===== config.mk =====
export PLATFORM = sky130hd
export DESIGN_NAME = mc_data_path_flat
export DESIGN_NICKNAME = d
export VERILOG_FILES = /design/src/rtl/kgp_pkg.sv /design/src/rtl/mc_data_path_if.sv /design/src/rtl/kgp_alu.sv /design/src/rtl/mc_data_path.sv /design/src/flat_wrapper.sv
export SDC_FILE = /design/constraint.sdc
export NUM_CORES = 2
export LEC_CHECK = 0
export BUFFER_PORTS_ARGS = -buffer_cell sky130_fd_sc_hd__buf_2
export CAP_MARGIN = 20
export CORE_MARGIN = 4
export CORE_UTILIZATION = 60
export CTS_CLUSTER_SIZE = 14
export DETAILED_ROUTE_END_ITERATION = 12
export HOLD_SLACK_MARGIN = 0.06
export PLACE_DENSITY = 0.78
export SLEW_MARGIN = 30
export SYNTH_ARGS = -nofsm -noshare
export SYNTH_HDL_FRONTEND = slang
export SYNTH_SLANG_ARGS = --single-unit

===== constraint.sdc =====
create_clock -name clk -period 80.3 [get_ports clk]
set_clock_uncertainty 0.15 [all_clocks]
set_input_delay 0 -clock clk [delete_from_list [all_inputs] [get_ports clk]]
set_output_delay 0 -clock clk [all_outputs]
set_load 0.02 [all_outputs]

===== src/rtl/kgp_pkg.sv =====
// Shared encodings for the multi-cycle datapath: FSM states, control-field
// codes, the registered control bundle and instruction field positions.
package kgp_pkg;

   typedef enum logic [2:0] {
      S_FETCH  = 3'd0,
      S_DECODE = 3'd1,
      S_EXEC   = 3'd2,
      S_MEM    = 3'd3,
      S_WB     = 3'd4,
      S_HALT   = 3'd5
   } state_e;

   typedef enum logic [2:0] {
      ALU_ADD   = 3'd0,
      ALU_NEG   = 3'd1,
      ALU_AND   = 3'd2,
      ALU_XOR   = 3'd3,
      ALU_SLL   = 3'd4,
      ALU_SRL   = 3'd5,
      ALU_SRA   = 3'd6,
      ALU_PASSB = 3'd7
   } alu_op_e;

   typedef enum logic [1:0] {
      SRC_RT    = 2'd0,
      SRC_IMM   = 2'd1,
      SRC_SHAMT = 2'd2,
      SRC_RTSH  = 2'd3
   } alu_src_e;

   typedef enum logic [1:0] {
      WB_RES  = 2'd0,
      WB_MEM  = 2'd1,
      WB_LINK = 2'd2
   } mem_to_reg_e;

   typedef enum logic [1:0] {
      DST_RS   = 2'd0,
      DST_RT   = 2'd1,
      DST_LAST = 2'd2
   } reg_dest_e;

   typedef enum logic [2:0] {
      BR_SEQ  = 3'd0,
      BR_JUMP = 3'd1,
      BR_REG  = 3'd2,
      BR_NEG  = 3'd3,
      BR_Z    = 3'd4,
      BR_NZ   = 3'd5,
      BR_C    = 3'd6,
      BR_NC   = 3'd7
   } branch_e;

   typedef struct packed {
      reg_dest_e   reg_dest;
      logic        reg_write;
      alu_op_e     alu_op;
      alu_src_e    alu_src;
      logic        mem_write;
      mem_to_reg_e mem_to_reg;
      branch_e     branch;
   } ctrl_t;

   localparam int OPC_LSB = 26;
   localparam int RS_LSB  = 21;
   localparam int RT_LSB  = 16;
   localparam int SH_LSB  = 11;
   localparam int PDA_W   = 26;

endpackage


===== src/rtl/mc_data_path_if.sv =====
// Instruction and data memory request/ready ports of the datapath.
interface mc_data_path_if #(
   parameter int AW   = 32,
   parameter int XLEN = 32
);
   logic            imem_req;
   logic [AW-1:0]   imem_addr;
   logic            imem_ready;
   logic [31:0]     imem_rdata;
   logic            dmem_req;
   logic            dmem_we;
   logic [AW-1:0]   dmem_addr;
   logic [XLEN-1:0] dmem_wdata;
   logic            dmem_ready;
   logic [XLEN-1:0] dmem_rdata;

   modport master (
      output imem_req, imem_addr, dmem_req, dmem_we, dmem_addr, dmem_wdata,
      input  imem_ready, imem_rdata, dmem_ready, dmem_rdata
   );

   modport slave (
      input  imem_req, imem_addr, dmem_req, dmem_we, dmem_addr, dmem_wdata,
      output imem_ready, imem_rdata, dmem_ready, dmem_rdata
   );
endinterface


===== src/rtl/kgp_alu.sv =====
// Combinational ALU; carry-out is only meaningful for ALU_ADD.
module kgp_alu
   import kgp_pkg::*;
#(
   parameter int XLEN = 32
) (
   input  logic [XLEN-1:0] a_i,
   input  logic [XLEN-1:0] b_i,
   input  alu_op_e         op_i,
   output logic [XLEN-1:0] y_o,
   output logic            c_o
);
   localparam int SW = $clog2(XLEN);

   logic [XLEN:0] sum_s;
   logic [SW-1:0] sh_s;

   // operation select
   always_comb begin
      sum_s = {1'b0, a_i} + {1'b0, b_i};
      sh_s  = b_i[SW-1:0];
      c_o   = sum_s[XLEN];
      case (op_i)
         ALU_ADD:   y_o = sum_s[XLEN-1:0];
         ALU_NEG:   y_o = '0 - b_i;
         ALU_AND:   y_o = a_i & b_i;
         ALU_XOR:   y_o = a_i ^ b_i;
         ALU_SLL:   y_o = a_i << sh_s;
         ALU_SRL:   y_o = a_i >> sh_s;
         ALU_SRA:   y_o = $signed(a_i) >>> sh_s;
         ALU_PASSB: y_o = b_i;
         default:   y_o = '0;
      endcase
   end
endmodule


===== src/rtl/mc_data_path.sv =====
// Multi-cycle FETCH/DECODE/EXEC/MEM/WB datapath with inline register file,
// driven by an external controller that is sampled in DECODE.
module mc_data_path
   import kgp_pkg::*;
#(
   parameter int XLEN = 32,
   parameter int NREG = 32,
   parameter int AW   = 32
) (
   input  logic                   clk,
   input  logic                   rst,
   mc_data_path_if.master         mem,
   output logic [5:0]             opcode,
   output logic [5:0]             funccode,
   input  logic [1:0]             reg_dest,
   input  logic                   reg_write,
   input  logic [2:0]             alu_op,
   input  logic [1:0]             alu_src,
   input  logic                   mem_write,
   input  logic [1:0]             mem_to_reg,
   input  logic [2:0]             branch,
   input  logic                   halt_req,
   output logic [AW-1:0]          pc,
   output logic signed [XLEN-1:0] result,
   output logic [2:0]             state,
   output logic                   halted
);
   localparam int RW = (NREG > 1) ? $clog2(NREG) : 1;
   typedef logic [XLEN-1:0] word_t;

   state_e        state_q, state_d;
   logic [AW-1:0] pc_q, pc_d, pc_inc_s, br_tgt_s, pc_next_s;
   logic [31:0]   ir_q, ir_d;
   logic          c_q, c_d, z_s, s_s, alu_c_s;
   word_t         result_q, result_d, rs_q, rs_d, rt_q, rt_d, ld_q, ld_d;
   word_t         simm_s, opb_s, alu_y_s, wr_data_s;
   ctrl_t         ctl_q, ctl_d;
   word_t         rf_q [NREG];
   word_t         rf_d [NREG];
   logic          imem_req_q, imem_req_d, dmem_req_q, dmem_req_d;
   logic          dmem_we_q, dmem_we_d, halted_q, halted_d, wr_en_s;
   logic [AW-1:0] dmem_addr_q, dmem_addr_d;
   word_t         dmem_wdata_q, dmem_wdata_d;
   logic [RW-1:0] rs_idx_s, rt_idx_s, wr_idx_s;

   kgp_alu #(.XLEN(XLEN)) u_alu (
      .a_i  (rs_q),
      .b_i  (opb_s),
      .op_i (ctl_q.alu_op),
      .y_o  (alu_y_s),
      .c_o  (alu_c_s)
   );

   // operand select, flags, next-pc and writeback selection
   always_comb begin
      rs_idx_s = ir_q[RS_LSB +: RW];
      rt_idx_s = ir_q[RT_LSB +: RW];
      simm_s   = {{(XLEN-16){ir_q[15]}}, ir_q[15:0]};
      z_s      = (result_q == '0);
      s_s      = result_q[XLEN-1];
      pc_inc_s = pc_q + AW'(1'b1);
      br_tgt_s = pc_inc_s + {{(AW-16){ir_q[15]}}, ir_q[15:0]};
      case (ctl_q.alu_src)
         SRC_RT:    opb_s = rt_q;
         SRC_IMM:   opb_s = simm_s;
         SRC_SHAMT: opb_s = word_t'(ir_q[SH_LSB +: 5]);
         SRC_RTSH:  opb_s = word_t'(rt_q[5:0]);
         default:   opb_s = rt_q;
      endcase
      case (ctl_q.branch)
         BR_SEQ:  pc_next_s = pc_inc_s;
         BR_JUMP: pc_next_s = AW'(ir_q[PDA_W-1:0]);
         BR_REG:  pc_next_s = rs_q[AW-1:0];
         BR_NEG:  pc_next_s = s_s ? br_tgt_s : pc_inc_s;
         BR_Z:    pc_next_s = z_s ? br_tgt_s : pc_inc_s;
         BR_NZ:   pc_next_s = z_s ? pc_inc_s : br_tgt_s;
         BR_C:    pc_next_s = c_q ? br_tgt_s : pc_inc_s;
         BR_NC:   pc_next_s = c_q ? pc_inc_s : br_tgt_s;
         default: pc_next_s = pc_inc_s;
      endcase
      case (ctl_q.mem_to_reg)
         WB_RES:  wr_data_s = result_q;
         WB_MEM:  wr_data_s = ld_q;
         WB_LINK: wr_data_s = word_t'(pc_inc_s);
         default: wr_data_s = result_q;
      endcase
      // an undefined destination code suppresses the write
      wr_en_s = ctl_q.reg_write;
      case (ctl_q.reg_dest)
         DST_RS:   wr_idx_s = rs_idx_s;
         DST_RT:   wr_idx_s = rt_idx_s;
         DST_LAST: wr_idx_s = RW'(NREG - 1);
         default: begin
            wr_idx_s = rs_idx_s;
            wr_en_s  = 1'b0;
         end
      endcase
   end

   // FSM next-state and datapath register updates
   always_comb begin
      state_d      = state_q;
      pc_d         = pc_q;
      ir_d         = ir_q;
      c_d          = c_q;
      result_d     = result_q;
      rs_d         = rs_q;
      rt_d         = rt_q;
      ld_d         = ld_q;
      ctl_d        = ctl_q;
      rf_d         = rf_q;
      imem_req_d   = imem_req_q;
      dmem_req_d   = dmem_req_q;
      dmem_we_d    = dmem_we_q;
      dmem_addr_d  = dmem_addr_q;
      dmem_wdata_d = dmem_wdata_q;
      halted_d     = halted_q;
      case (state_q)
         S_FETCH: begin
            if (imem_req_q && mem.imem_ready) begin
               ir_d       = mem.imem_rdata;
               imem_req_d = 1'b0;
               state_d    = S_DECODE;
            end else begin
               imem_req_d = 1'b1;
            end
         end
         S_DECODE: begin
            rs_d  = rf_q[rs_idx_s];
            rt_d  = rf_q[rt_idx_s];
            ctl_d = '{reg_dest:   reg_dest_e'(reg_dest),
                      reg_write:  reg_write,
                      alu_op:     alu_op_e'(alu_op),
                      alu_src:    alu_src_e'(alu_src),
                      mem_write:  mem_write,
                      mem_to_reg: mem_to_reg_e'(mem_to_reg),
                      branch:     branch_e'(branch)};
            if (halt_req) begin
               state_d  = S_HALT;
               halted_d = 1'b1;
            end else begin
               state_d  = S_EXEC;
            end
         end
         S_EXEC: begin
            result_d = alu_y_s;
            if (ctl_q.alu_op == ALU_ADD) begin
               c_d = alu_c_s;
            end else begin
               c_d = c_q;
            end
            if (ctl_q.mem_write || (ctl_q.mem_to_reg == WB_MEM)) begin
               dmem_req_d   = 1'b1;
               dmem_we_d    = ctl_q.mem_write;
               dmem_addr_d  = alu_y_s[AW-1:0];
               dmem_wdata_d = rt_q;
               state_d      = S_MEM;
            end else begin
               state_d      = S_WB;
            end
         end
         S_MEM: begin
            if (mem.dmem_ready) begin
               ld_d       = mem.dmem_rdata;
               dmem_req_d = 1'b0;
               dmem_we_d  = 1'b0;
               state_d    = S_WB;
            end else begin
               state_d    = S_MEM;
            end
         end
         S_WB: begin
            if (wr_en_s) begin
               rf_d[wr_idx_s] = wr_data_s;
            end else begin
               rf_d = rf_q;
            end
            pc_d       = pc_next_s;
            imem_req_d = 1'b1;
            state_d    = S_FETCH;
         end
         S_HALT: begin
            state_d  = S_HALT;
            halted_d = 1'b1;
         end
         default: begin
            state_d    = S_FETCH;
            imem_req_d = 1'b0;
            dmem_req_d = 1'b0;
            dmem_we_d  = 1'b0;
         end
      endcase
   end

   // state registers with asynchronous reset
   always_ff @(posedge clk or posedge rst) begin
      if (rst) begin
         state_q      <= S_FETCH;
         pc_q         <= '0;
         ir_q         <= '0;
         c_q          <= 1'b0;
         result_q     <= '0;
         rs_q         <= '0;
         rt_q         <= '0;
         ld_q         <= '0;
         ctl_q        <= '0;
         imem_req_q   <= 1'b0;
         dmem_req_q   <= 1'b0;
         dmem_we_q    <= 1'b0;
         dmem_addr_q  <= '0;
         dmem_wdata_q <= '0;
         halted_q     <= 1'b0;
         for (int i = 0; i < NREG; i++) begin
            rf_q[i] <= '0;
         end
      end else begin
         state_q      <= state_d;
         pc_q         <= pc_d;
         ir_q         <= ir_d;
         c_q          <= c_d;
         result_q     <= result_d;
         rs_q         <= rs_d;
         rt_q         <= rt_d;
         ld_q         <= ld_d;
         ctl_q        <= ctl_d;
         imem_req_q   <= imem_req_d;
         dmem_req_q   <= dmem_req_d;
         dmem_we_q    <= dmem_we_d;
         dmem_addr_q  <= dmem_addr_d;
         dmem_wdata_q <= dmem_wdata_d;
         halted_q     <= halted_d;
         rf_q         <= rf_d;
      end
   end

   assign mem.imem_req   = imem_req_q;
   assign mem.imem_addr  = pc_q;
   assign mem.dmem_req   = dmem_req_q;
   assign mem.dmem_we    = dmem_we_q;
   assign mem.dmem_addr  = dmem_addr_q;
   assign mem.dmem_wdata = dmem_wdata_q;
   assign opcode         = ir_q[OPC_LSB +: 6];
   assign funccode       = ir_q[5:0];
   assign pc             = pc_q;
   assign result         = result_q;
   assign state          = state_q;
   assign halted         = halted_q;
endmodule


===== src/flat_wrapper.sv =====
// flat-port wrapper written by rule: the top's interface ports become plain ports
module mc_data_path_flat import kgp_pkg::*;
#(
   parameter int XLEN = 32,
   parameter int NREG = 32,
   parameter int AW   = 32
)
  (clk, rst, opcode, funccode, reg_dest, reg_write, alu_op, alu_src, mem_write, mem_to_reg, branch, halt_req, pc, result, state, halted, mem_imem_req, mem_imem_addr, mem_dmem_req, mem_dmem_we, mem_dmem_addr, mem_dmem_wdata, mem_imem_ready, mem_imem_rdata, mem_dmem_ready, mem_dmem_rdata);
  mc_data_path_if #(.AW(AW), .XLEN(XLEN)) mem_i ();
  input  logic clk;
  input  logic rst;
  output logic [5:0] opcode;
  output logic [5:0] funccode;
  input  logic [1:0] reg_dest;
  input  logic reg_write;
  input  logic [2:0] alu_op;
  input  logic [1:0] alu_src;
  input  logic mem_write;
  input  logic [1:0] mem_to_reg;
  input  logic [2:0] branch;
  input  logic halt_req;
  output logic [AW-1:0] pc;
  output logic signed [XLEN-1:0] result;
  output logic [2:0] state;
  output logic halted;
  output wire logic [$bits(mem_i.imem_req)-1:0] mem_imem_req;
  output wire logic [$bits(mem_i.imem_addr)-1:0] mem_imem_addr;
  output wire logic [$bits(mem_i.dmem_req)-1:0] mem_dmem_req;
  output wire logic [$bits(mem_i.dmem_we)-1:0] mem_dmem_we;
  output wire logic [$bits(mem_i.dmem_addr)-1:0] mem_dmem_addr;
  output wire logic [$bits(mem_i.dmem_wdata)-1:0] mem_dmem_wdata;
  input wire logic [$bits(mem_i.imem_ready)-1:0] mem_imem_ready;
  input wire logic [$bits(mem_i.imem_rdata)-1:0] mem_imem_rdata;
  input wire logic [$bits(mem_i.dmem_ready)-1:0] mem_dmem_ready;
  input wire logic [$bits(mem_i.dmem_rdata)-1:0] mem_dmem_rdata;
  assign mem_imem_req = mem_i.imem_req;
  assign mem_imem_addr = mem_i.imem_addr;
  assign mem_dmem_req = mem_i.dmem_req;
  assign mem_dmem_we = mem_i.dmem_we;
  assign mem_dmem_addr = mem_i.dmem_addr;
  assign mem_dmem_wdata = mem_i.dmem_wdata;
  assign mem_i.imem_ready = mem_imem_ready;
  assign mem_i.imem_rdata = mem_imem_rdata;
  assign mem_i.dmem_ready = mem_dmem_ready;
  assign mem_i.dmem_rdata = mem_dmem_rdata;
  mc_data_path #(.XLEN(XLEN), .NREG(NREG), .AW(AW)) u_core (.clk(clk), .rst(rst), .mem(mem_i), .opcode(opcode), .funccode(funccode), .reg_dest(reg_dest), .reg_write(reg_write), .alu_op(alu_op), .alu_src(alu_src), .mem_write(mem_write), .mem_to_reg(mem_to_reg), .branch(branch), .halt_req(halt_req), .pc(pc), .result(result), .state(state), .halted(halted));
endmodule

==> impl_summary.md <==
Logic synthesis
The fraction of post-synthesis cell area in the top cell type by area is 0.437. The post-synthesis cell type with the largest combined area is dfrtp_1. The number of different library cells in the post-synthesis netlist is 104.

For this run, asynchronously set or reset flops after synthesis account for 1.00. The instance count of the mapped netlist is 7098. Ranked by total cell area, the synthesized netlist is headed by dfrtp_1 (44%), mux4_2 (19%), o21ai_0 (8.3%).

The synthesized netlist occupies a cell area of 74500 sq um. The synthesized design contains 0 enable-type register cells. In the synthesized netlist, the cells that appear most often are nand2_1 (1376), dfrtp_1 (1302), o21ai_0 (1236).

The mean cell area of the mapped netlist is 10.5 sq um. The synthesized netlist net count is 7261. For this run, the register share of the synthesized area comes to 0.437.

For this run, the leading register cell type out of synthesis is dfrtp_1. Counting flops and latches in the post-synthesis netlist gives 1302. The count of warnings emitted by yosys is 0. The most common cell in the synthesized netlist is nand2_1.

Power
In this run the power spent charging and discharging nets is 2.22 mW. Power comes to 4.34 mW. The leakage power total is 35.8 nW.

The internal portion of the total power is 2.12 mW. Of the total power, combinational logic draws 0.574. VDD sags by at most 41.3 uV. Of the total power, the share spent switching nets is 0.511.

The clock share of power is 0.157. Dividing total power by cell area gives a power density of 51.6 nW/um^2. The power share of the sequential group is 0.268.

Cells and area
The total of fill cells in the finished design is 8772. The number of nets at the end of the flow is 7334. The area growth from synthesis to layout is 12.7%. Measured on the finished design, the core utilization comes to 0.680. The share of cells above drive strength 1 is 0.213.

Timing
In the finished design, the share of the clock period the worst path needs comes to 0.0777. At the pin with the least slew margin, the transition time is 1.18 ns. For this run, the top clock speed supported by timing is 160 MHz. In this run the tightest slew margin relative to its limit is 0.208. The clock period could shrink to 6.24 ns. The final number of setup-violating endpoints is 0. The final count of pins violating max slew is 0. The total negative slack is 0 ns. The count of final hold-check violations is 0. Setup repair after global routing left no endpoint under its margin.

Worst setup path
The largest delay contributor family on the critical path is compound AO/OA/AOI/OAI gates. The critical path launch point type is a flop. The endpoint kind of the worst setup timing path is a flop. Data arrives at the worst endpoint at 6.78 ns.

In this design, the stage delay of the slowest critical-path cell is 1.01 ns. The critical path's slowest cell is dfrtp_2. Walking the worst path, the cells encountered are nand2b_1 -> o221ai_2 -> buf_4 -> inv_1 -> ha_1 -> o21ai_0 -> o21ai_0 -> a221oi_1 -> a31oi_1 -> buf_4 -> a21boi_0 -> o21a_1 -> o31ai_1 -> a211o_1 -> mux2_2.

For the worst setup path, the data required time is 80.84 ns. In this run the worst path has a maximum fanout of 39. The critical path is of the reg -> reg type. The critical path contains buffers and inverters numbering 3 combined.

Detailed routing
Dividing the detail-routed wire length by the instance count gives 33.2 microns. The vias per cell is 7.25. For this block, the routed nets add up to 296 mm of wire.

The iteration-0 DRC count of the detailed router is 9588. The iteration count of the initial detailed-routing pass is 7. In the routed design, unresolved DRC markers number 0. The remaining antenna violation count is 0. Detailed routing inserted a total of 64700 vias.

Die
In this run the standard cell core region covers 123000 sq um. The width of the chip is 360 microns. The area enclosed by the die boundary is 130000 sq um. Measured along the y axis, the die boundary spans 360 microns.

During I/O placement, the number of pins put on the boundary was 262. The number of rows created at floorplan is 129. For this configuration, the core starts out at a cell density of 0.604.

CTS
CTS saw 1302 sinks. In this run the deepest clock path goes through 3 buffers. The clock tree from TritonCTS is built. The number of hold-repair buffers added at the cts stage is 196. The total CTS buffers is 141.

The insertion delay of the later-clocked pin in the worst-skew pair is 0.81 ns. The buffer type at the clock tree root is clkbuf_16. The H-tree depth is 4.

Buffers added to address setup during post-CTS repair amount to 0. The clock transition at the registers of the reported paths is 0.06 ns. Gates resized during post-CTS repair numbered 0.

GRT
The combined global-route utilization of all metal layers is 0.452. The number of global-route vias before repair was 64100. The number of antenna violations at the first check in global routing is 14. The first-pass GRT wire length is 432 mm.

Entering global routing, the biggest net connects 178 pins. The total overflow left after global routing is 0.

Place
The number of port buffers is 261. The HPWL reported at the end of detailed placement is 186 mm. The final weighted congestion in routability-driven placement is 1.09.

Run status
The run finished with clean final reports.

Hold path
The worst hold path belongs to the class in -> reg.

Run
Across the run, the number of max-cap violations was 0.
==> cell type report <==
type                    instances  area [sq um]  area share
multi-input cells            5016         39400       0.469
flip-flops and latches       1302         32600       0.388
repair buffers                627          4780      0.0569
clock buffers                 207          4130      0.0491
well taps                    1637          2050      0.0244
clock inverters                51           688     0.00819
inverters                      83           324     0.00386
diodes                          8          20.0    0.000238
==> registers in the layout, indices dropped and copies added (netlist names), 3 cells and up <==
name,cells
u_core.ctl_q,14
u_core.rs_q,32
u_core.result,32
u_core.mem.dmem_addr,32
u_core.ir_q,32
u_core.rf_q,1024
u_core.rt_q,32
u_core.state,3
u_core.ld_q,32
u_core.mem.dmem_wdata,32
u_core.mem.imem_addr,32
==> metal layers <==
layer  part of all wire  up-vias  GRT usage
met5            0.00012        -          0
met4              0.088        6      0.321
met3               0.13     1314      0.134
met2               0.43     4978      0.650
met1               0.35    32300      0.594
li1                   -    26200          -
==> cells in the final DEF (no fill, tap or decap), types with 31 or more instances in the layout <==
master / instances
nand2_1: 1342
dfrtp_1: 1289
o21ai_0: 1204
mux4_2: 641
a21oi_1: 273
buf_2: 261
nor2_1: 257
dlygate4sd3_1: 196
mux2i_1: 174
buf_4: 149
clkbuf_16: 142
mux2_2: 110
ha_1: 78
inv_1: 76
nor3_1: 58
xnor2_1: 57
a211oi_1: 49
nand3_1: 47
a221o_1: 40
xor2_1: 39
o22ai_1: 37
clkbuf_8: 33
clkbuf_1: 32
a21o_1: 31
a31oi_1: 31
==> worst paths after layout <==
kind                                            from  slack (ns)                        end  depth (start not counted)
max                                  u_core.ctl_q[6]       74.06   u_core.mem.dmem_addr[30]                         15
min                                   mem_dmem_ready        0.31            u_core.state[2]                          5
max reg2reg                          u_core.ctl_q[6]       74.06   u_core.mem.dmem_addr[30]                         15
min reg2reg                u_core.mem.dmem_wdata[29]        0.32  u_core.mem.dmem_wdata[29]                          2
max in group asynchronous                        rst       75.80            u_core.ir_q[16]                         10
min in group asynchronous                        rst        0.35   u_core.mem.dmem_wdata[6]                          4
==> power by group through the flow <==
stage          clock network, mW  registers (mW)  logic [mW]
6_report                   0.683            1.16        2.49
2_1_floorplan                  0            1.04        1.56
3_3_place_gp                   0            1.13        2.33
3_5_place_dp                   0            1.15        2.35
4_1_cts                    0.683            1.14        2.38
5_1_grt                    0.714            1.17        2.60
==> cells by family after synthesis <==
family	count (synthesis)	synth area share
AO/OA/AOI/OAI	1989	0.154
AND/OR/NAND/NOR	1923	0.106
flip-flops	1302	0.437
multiplexers	927	0.234
buffers and inverters	780	0.0427
XOR/XNOR	97	0.0116
adder cells (fa/ha/maj)	80	0.0136
==> per-stage QoR <==
stage / hold WS (ns) / std cells / worst slack [ns] / area [sq um]
6_report: 0.305 / 8931 / 74.06 / 84000
5_1_grt: 0.333 / 8926 / 73.90 / 84000
4_1_cts: 0.211 / 8917 / 74.28 / 83700
3_5_place_dp: 0.0427 / 8463 / 74.32 / 76900
3_3_place_gp: 0.0403 / 8460 / 74.39 / 76800
2_1_floorplan: -0.0332 / 7098 / 43.45 / 74500
==> tightest hold or removal path, delay by kind of cell <==
family | cells | cell delay (ns)
buffers and inverters | 3 | 0.95
AOI/OAI and AO/OA | 1 | 0.16
and+or+nand+nor | 1 | 0.09
Note: power is estimated with default switching activity, not from simulation.
